[config.mk]
export PLATFORM = sky130hd
export DESIGN_NAME = mv_pattern_multi
export DESIGN_NICKNAME = d
export VERILOG_FILES = /design/src/rtl/mv_pattern_pkg.sv /design/src/rtl/mv_box_axis.sv /design/src/rtl/mv_pattern_multi.sv
export SDC_FILE = /design/constraint.sdc
export NUM_CORES = 1
export LEC_CHECK = 0
export ABC_AREA = 1
export CAP_MARGIN = 5
export CELL_PAD_IN_SITES_DETAIL_PLACEMENT = 1
export CELL_PAD_IN_SITES_GLOBAL_PLACEMENT = 1
export CORE_UTILIZATION = 42
export CTS_CLUSTER_DIAMETER = 50
export CTS_CLUSTER_SIZE = 25
export DETAILED_ROUTE_END_ITERATION = 10
export PLACE_DENSITY_LB_ADDON = 0.3
export SETUP_SLACK_MARGIN = 0.02
export SKIP_LAST_GASP = 1
export SYNTH_ARGS = -nofsm -noshare
export SYNTH_HDL_FRONTEND = slang
export SYNTH_SLANG_ARGS = --single-unit
[constraint.sdc]
create_clock -name clk -period 4.5 [get_ports clk]
set_clock_uncertainty 0.2 [all_clocks]
set_input_delay 0.45 -clock clk [delete_from_list [all_inputs] [get_ports clk]]
set_output_delay 0.45 -clock clk [all_outputs]
set_load 0.005 [all_outputs]
[src/rtl/mv_pattern_pkg.sv]
// Shared mode encodings and colour selectors for the multi-mode test pattern.
// Colours are {r,g,b} on/off selectors; the top widens each bit to a full channel.
package mv_pattern_pkg;

  localparam logic [1:0] MODE_BORDER = 2'd0;
  localparam logic [1:0] MODE_GRID   = 2'd1;
  localparam logic [1:0] MODE_BOX    = 2'd2;
  localparam logic [1:0] MODE_BLINK  = 2'd3;

  typedef logic [2:0] rgb_sel_t;

  localparam rgb_sel_t COL_WHITE = 3'b111;
  localparam rgb_sel_t COL_BLACK = 3'b000;
  localparam rgb_sel_t COL_RED   = 3'b100;
  localparam rgb_sel_t COL_GREEN = 3'b010;
  localparam rgb_sel_t COL_BLUE  = 3'b001;

endpackage

[src/rtl/mv_box_axis.sv]
// One axis of the bouncing box: moves STEP per frame between 0 and extent-SIZE.
// Updates only on step_en (frame start); no backpressure. dir=0 means increasing.
module mv_box_axis #(
  parameter int SIZE = 32,
  parameter int STEP = 2
) (
  input  logic        clk,
  input  logic        rst_n,
  input  logic        step_en,
  input  logic [15:0] extent,
  output logic [15:0] pos,
  output logic        dir
);

  logic [16:0] lim;
  logic [16:0] pos17;

  assign pos17 = {1'b0, pos};
  assign lim   = {1'b0, extent} - 17'(SIZE);

  always_ff @(posedge clk) begin
    if (!rst_n) begin
      pos <= '0;
      dir <= 1'b0;
    end else if (step_en) begin
      if ({1'b0, extent} <= 17'(SIZE)) begin
        pos <= '0;
        dir <= 1'b0;
      end else if (pos17 > lim) begin
        // extent shrank under the box: pull it back to the new edge
        pos <= lim[15:0];
        dir <= 1'b1;
      end else if (!dir) begin
        if (pos17 + 17'(STEP) >= lim) begin
          pos <= lim[15:0];
          dir <= 1'b1;
        end else begin
          pos <= pos + 16'(STEP);
        end
      end else if (pos17 <= 17'(STEP)) begin
        pos <= '0;
        dir <= 1'b0;
      end else begin
        pos <= pos - 16'(STEP);
      end
    end
  end

endmodule

[src/rtl/mv_pattern_multi.sv]
// Run-time selectable test pattern (border, grid, bouncing box, blinking border).
// All outputs registered, 1 clk after timing_*; pure streaming, no backpressure.
module mv_pattern_multi
  import mv_pattern_pkg::*;
#(
  parameter int DW        = 8,
  parameter int BORDER_W  = 1,
  parameter int GRID_LOG2 = 6,
  parameter int BOX_SIZE  = 32,
  parameter int BOX_STEP  = 2,
  parameter int FRAME_DIV = 30,
  parameter bit VS_POL    = 1'b1
) (
  input  logic          clk,
  input  logic          rst_n,
  input  logic [15:0]   hactive,
  input  logic [15:0]   vactive,
  input  logic [1:0]    mode,
  input  logic          timing_hs,
  input  logic          timing_vs,
  input  logic          timing_de,
  input  logic [11:0]   timing_x,
  input  logic [11:0]   timing_y,
  output logic          hs,
  output logic          vs,
  output logic          de,
  output logic [DW-1:0] rgb_r,
  output logic [DW-1:0] rgb_g,
  output logic [DW-1:0] rgb_b
);

  logic        fs_arm;
  logic        fs;
  logic [1:0]  mode_q;
  logic [15:0] frame_cnt;
  logic        blink_ph;
  logic [15:0] box_x;
  logic [15:0] box_y;
  logic        dir_x;
  logic        dir_y;
  logic [16:0] x17;
  logic [16:0] y17;
  logic        border;
  logic        grid;
  logic        inbox;
  rgb_sel_t    col;

  // fs_arm masks the cycle right after reset, when vs is forced low rather than sampled
  assign fs = fs_arm && (vs != VS_POL) && (timing_vs == VS_POL);

  assign x17 = {5'd0, timing_x};
  assign y17 = {5'd0, timing_y};

  assign border = (x17 < 17'(BORDER_W)) || (y17 < 17'(BORDER_W)) ||
                  ((hactive != 16'd0) && (x17 + 17'(BORDER_W) >= {1'b0, hactive})) ||
                  ((vactive != 16'd0) && (y17 + 17'(BORDER_W) >= {1'b0, vactive}));

  assign grid = (timing_x[GRID_LOG2-1:0] == '0) || (timing_y[GRID_LOG2-1:0] == '0);

  assign inbox = (x17 >= {1'b0, box_x}) && (x17 < {1'b0, box_x} + 17'(BOX_SIZE)) &&
                 (y17 >= {1'b0, box_y}) && (y17 < {1'b0, box_y} + 17'(BOX_SIZE));

  always_comb begin
    col = COL_BLACK;
    if (timing_de) begin
      case (mode_q)
        MODE_BORDER: col = border ? COL_WHITE : COL_BLACK;
        MODE_GRID:   col = border ? COL_WHITE : (grid ? COL_GREEN : COL_BLACK);
        MODE_BOX:    col = border ? COL_WHITE : (inbox ? COL_RED : COL_BLACK);
        default:     col = border ? (blink_ph ? COL_BLUE : COL_WHITE) : COL_BLACK;
      endcase
    end
  end

  always_ff @(posedge clk) begin
    if (!rst_n) begin
      hs        <= 1'b0;
      vs        <= 1'b0;
      de        <= 1'b0;
      rgb_r     <= '0;
      rgb_g     <= '0;
      rgb_b     <= '0;
      fs_arm    <= 1'b0;
      mode_q    <= MODE_BORDER;
      frame_cnt <= '0;
      blink_ph  <= 1'b0;
    end else begin
      hs     <= timing_hs;
      vs     <= timing_vs;
      de     <= timing_de;
      rgb_r  <= {DW{col[2]}};
      rgb_g  <= {DW{col[1]}};
      rgb_b  <= {DW{col[0]}};
      fs_arm <= 1'b1;
      if (fs) begin
        mode_q <= mode;
        if (frame_cnt == 16'(FRAME_DIV - 1)) begin
          frame_cnt <= '0;
          blink_ph  <= ~blink_ph;
        end else begin
          frame_cnt <= frame_cnt + 16'd1;
        end
      end
    end
  end

  mv_box_axis #(.SIZE(BOX_SIZE), .STEP(BOX_STEP)) u_axis_x (
    .clk(clk), .rst_n(rst_n), .step_en(fs), .extent(hactive), .pos(box_x), .dir(dir_x)
  );

  mv_box_axis #(.SIZE(BOX_SIZE), .STEP(BOX_STEP)) u_axis_y (
    .clk(clk), .rst_n(rst_n), .step_en(fs), .extent(vactive), .pos(box_y), .dir(dir_y)
  );

endmodule

==> results by stage <==
Status:
- The run finished with clean final reports.

Route:
- Across all layers, the routed design uses 9954 vias.
- The number of remaining DRC errors is 0.
- The final layout contains routed wiring with a total length of 32.61 mm.
- The via count normalized by instance count is 5.580.
- The number of search-and-repair iterations in the first detailed-routing pass is 5.
- In this run, the number of DRC markers left after iteration 0 of detailed routing was 559.
- Dividing the detail-routed wire length by the instance count gives 18.28 um.
- The detail route stage leaves a number of antenna-violating nets equal to 0.

Floorplan:
- The site row count is 53.
- The die covers 22500 um^2.
- The floorplan core area is 21220 um^2.
- The floorplan step set the die height to 150.0 um.
- Once the floorplan was initialized, standard cells occupied 43.34% of the core.
- During I/O placement, the number of pins put on the boundary was 90.
- From left edge to right edge, the die measures 150.0 um.

CTS:
- The TritonCTS clock tree is done.
- The number of hold buffers added after cts is 0.
- Once the clock tree was built, the setup fixing pass inserted 0 buffers.
- The clock buffer count from CTS is 9.
- The post-cts sizing count is 0.
- The number of buffers between clock root and the deepest sink is 2.
- The H-tree generated during clock tree synthesis spans 3 levels.
- The clock latency at the later pin of the worst-skew pair is 0.34 ns.
- The clock drives 60 sinks.
- The library cell used as clock root buffer is clkbuf_16.
- The clock slew seen by the registers of the worst setup and hold paths is roughly 0.05 ns.

Critical path:
- The largest individual stage delay along the critical path comes from the cell dfxtp_1.
- The signal on the critical path passes through nand3_1 > nor2_2 > xor2_1 > nand2_1 > o21ai_0 > inv_1 > ha_1 > nand2_1 > inv_1 > nand3_2 > inv_1 > nand2_1 > o221ai_1 > nand2_1 > nand2_1 > nand2_2 > nand3_1 > o21ai_0 > nand2_1 > nand3_1 > a21oi_1.
- The arrival time reported for the critical path endpoint is 3.91 ns.
- The most prevalent standard cell on the critical path is nand2_1.
- The worst setup path is launched from a flip-flop.
- The endpoint type of the worst setup path is a flip-flop.
- The worst path required time is roughly 4.5 ns.
- The biggest fanout along the worst timing path is 10.
- The largest stage delay on the critical path is 0.63 ns.
- The critical setup path kind is flip-flop to flip-flop.

Synth:
- The cell count after synthesis is 1427.
- Summing the sequential cell areas from Yosys gives between 10% and 20% of the chip area.
- The synthesized cell area is around 9200 um^2.
- The synthesized flop and latch total is 60.
- The post-synth net total is 1634.
- The synthesized area per cell is 6.445 um^2.
- The top cell type by area accounts for 19.59% of the synthesized area.
- The synthesized design contains 0 enable-type register cells.
- The synthesized design spends more area on one cell type than any other, namely ha_1.
- Ranked by total cell area, the synthesized netlist is headed by ha_1 20%, nand2_1 14%, dfxtp_1 13%, inv_1 7.3%, xor2_1 6.2%.
- For this run, the leading register cell type out of synthesis is dfxtp_1.
- The async set-reset flop share out of synthesis is 0%.
- The post-synthesis cell type count is between 60 and 70.
- For this run, the number of Yosys warnings is 0.

Run:
- The tool flagged a number of max-cap violations equal to 0.

Timing:
- Headroom to the max-slew limit came out at 52.00%.
- The post-route clock period utilization is 86.76%.
- The number of failing hold endpoints at the final stage was 0.
- The number of pins with negative max-slew slack in the final report was 0.
- The minimum period implied by the final worst setup slack is between 3 and 4 ns.
- The total negative slack is 0 ns.
- The pin slew with the least headroom to its limit is 0.7199 ns.
- The final number of setup-violating endpoints is 0.
- Derived from the worst setup path, the maximum achievable clock frequency is 256.1 MHz.
- Setup repair after global routing left no endpoint under its margin.

Global route:
- The via count of the first global-routing pass was 10.34k.
- The pin count of the biggest net entering global routing is 36.
- The number of antenna violations at the first check in global routing is 0.
- For this run the aggregate overflow at the end of global routing stands at 0.
- The global-route wire length before repair is 52.41 mm.
- Global routing consumed, over all layers together, 29.98% of the routing resources.

Power and ir drop:
- The net switching power is 550.1 uW.
- The internal power of the cells totals 1.220 mW.
- The fraction of power spent switching nets is 31.08%.
- The share of total power dissipated in combinational logic is approximately 26%.
- The clock network fraction of design power is 43.3%.
- The leakage power is 5.151 nW.
- The worst vdd rail ir drop is just under 0.2 mV.
- Per report_power, the sequential group accounts for 30.9% of the total.
- The total power density per cell area is 167.0 nW/um^2.

Place:
- Port buffering added just under 90 buffers.
- The final HPWL from detailed placement is approximately 27 mm.
- The last weighted congestion value of the routability-driven placer is just over 0.9.
- Summing all placed instances gives a cell area of a little over 10000 um^2.

Finish:
- The most common cell after layout, fill and taps aside is nand2_1.
- The number of nets in the layout is between 1.5k and 2k.
- The number of antenna diodes in the final layout is 0.
- Cells with a size suffix above 1 make up 8.681% of the layout.
- Counting the fill cells in the layout gives between 2k and 3k.
- In the layout the commonest cells are 337 x nand2_1, 180 x inv_1, 144 x ha_1.
- The final instance area is between 10000 and 15000 um^2.
- The layout-stage area growth over the synthesis result is 15.24%.

Hold path:
- The path class of the tightest hold or removal check is flip-flop to flip-flop.
sequential cells by signal, summed over array words and instances, names as in the netlist:
signal and flops:
blink_ph 1, de 1, frame_cnt 16, fs_arm 1, hs 1, mode_q 2, rgb_b 1, rgb_g 1
rgb_r 1, u_axis_x.dir 1, u_axis_x.pos 16, u_axis_y.dir 1, u_axis_y.pos 16, vs 1
area by class of cell:
class                           instances  area, um^2  area share, %
Multi-Input combinational cell       1115        6875          64.87
Sequential cell                        60        1201          11.33
Clock inverter                          4       72.57         0.6847
Inverter                              203       773.2          7.295
Timing Repair Buffer                  115        1086          10.25
Tap cell                              275       344.1          3.246
Clock buffer                           12       246.5          2.326
path summary, 6_finish.rpt:
kind	from	end	slack [ns]	cells after the start
setup / recovery	u_axis_x.pos[8]	u_axis_x.pos[11]	0.60	21
hold / removal	frame_cnt[14]	frame_cnt[14]	0.29	1
setup reg to reg	u_axis_x.pos[8]	u_axis_x.pos[11]	0.60	21
hold reg to reg	frame_cnt[14]	frame_cnt[14]	0.29	1
per-stage QoR:
step	std cells	setup WS [ns]	hold WS, ns	util [%]	power, mW
after global placement	1768	0.3479	0.2692	48.44	0.9915
final	1784	0.5956	0.2902	49.95	1.770
after global routing	1784	0.2774	0.3097	49.95	1.863
after CTS	1784	0.6155	0.2950	49.95	1.785
after detailed placement	1768	0.2545	0.2910	48.44	1.010
after floorplan	1427	1.082	0.2449	-	0.8175
cells by family after synthesis:
group / share of synthesized area, %
xor gates and xnor gates: 7.047
DFF: 13.06
buffers and inverters: 12.19
AOI/OAI and AO/OA: 13.15
muxes: 0.1088
adders and majority gates: 19.59
and+or+nand+nor: 34.85
power groups by stage:
stage,Sequential [mW],Combinational (mW),Clock [mW]
after floorplan,0.556,0.262,0
after global placement,0.558,0.434,0
after CTS,0.547,0.456,0.782
final,0.547,0.457,0.766
after global routing,0.547,0.510,0.806
after detailed placement,0.558,0.452,0
routing by layer:
layer / vias to the layer above / global-route usage (%) / wire length, um
met5: - / 0 / 0
met4: 0 / 10.05 / 855
met3: 64 / 4.024 / 2027
met2: 289 / 52.31 / 15560
met1: 4758 / 37.59 / 14170
li1: 4843 / - / -
synthesized netlist by cell type (2+ instances only):
library cell,number
nand2_1,337
inv_1,180
ha_1,144
nor2_1,112
a21oi_1,103
nand3_1,84
o21ai_0,65
xor2_1,65
dfxtp_1,60
nand4_1,32
nor3_1,29
buf_4,25
inv_2,18
nand2_2,17
nor2_2,14
o211ai_1,10
o21ai_1,9
xnor2_1,9
buf_2,8
buf_6,8
nand3_2,8
nand3b_1,8
nor3b_1,8
clkbuf_1,7
a31oi_1,4
nor2_4,4
nor4_1,4
a211oi_1,3
a21oi_2,3
and3_1,3
nand2_4,3
nand4_2,3
nor3_2,3
o21a_1,3
o21bai_1,3
or2_2,3
a21boi_0,2
and3b_1,2
inv_4,2
critical path: cells and delay by family, from the launching register on:
family                   cells  cell delay (ns)
AND/OR/NAND/NOR             12             1.52
flip-flops                   1             0.63
AO/OA/AOI/OAI                4             0.56
XOR/XNOR                     1             0.34
adder cells (fa/ha/maj)      1             0.30
buffers and inverters        3             0.21
Note: power is estimated with default switching activity, not from simulation.
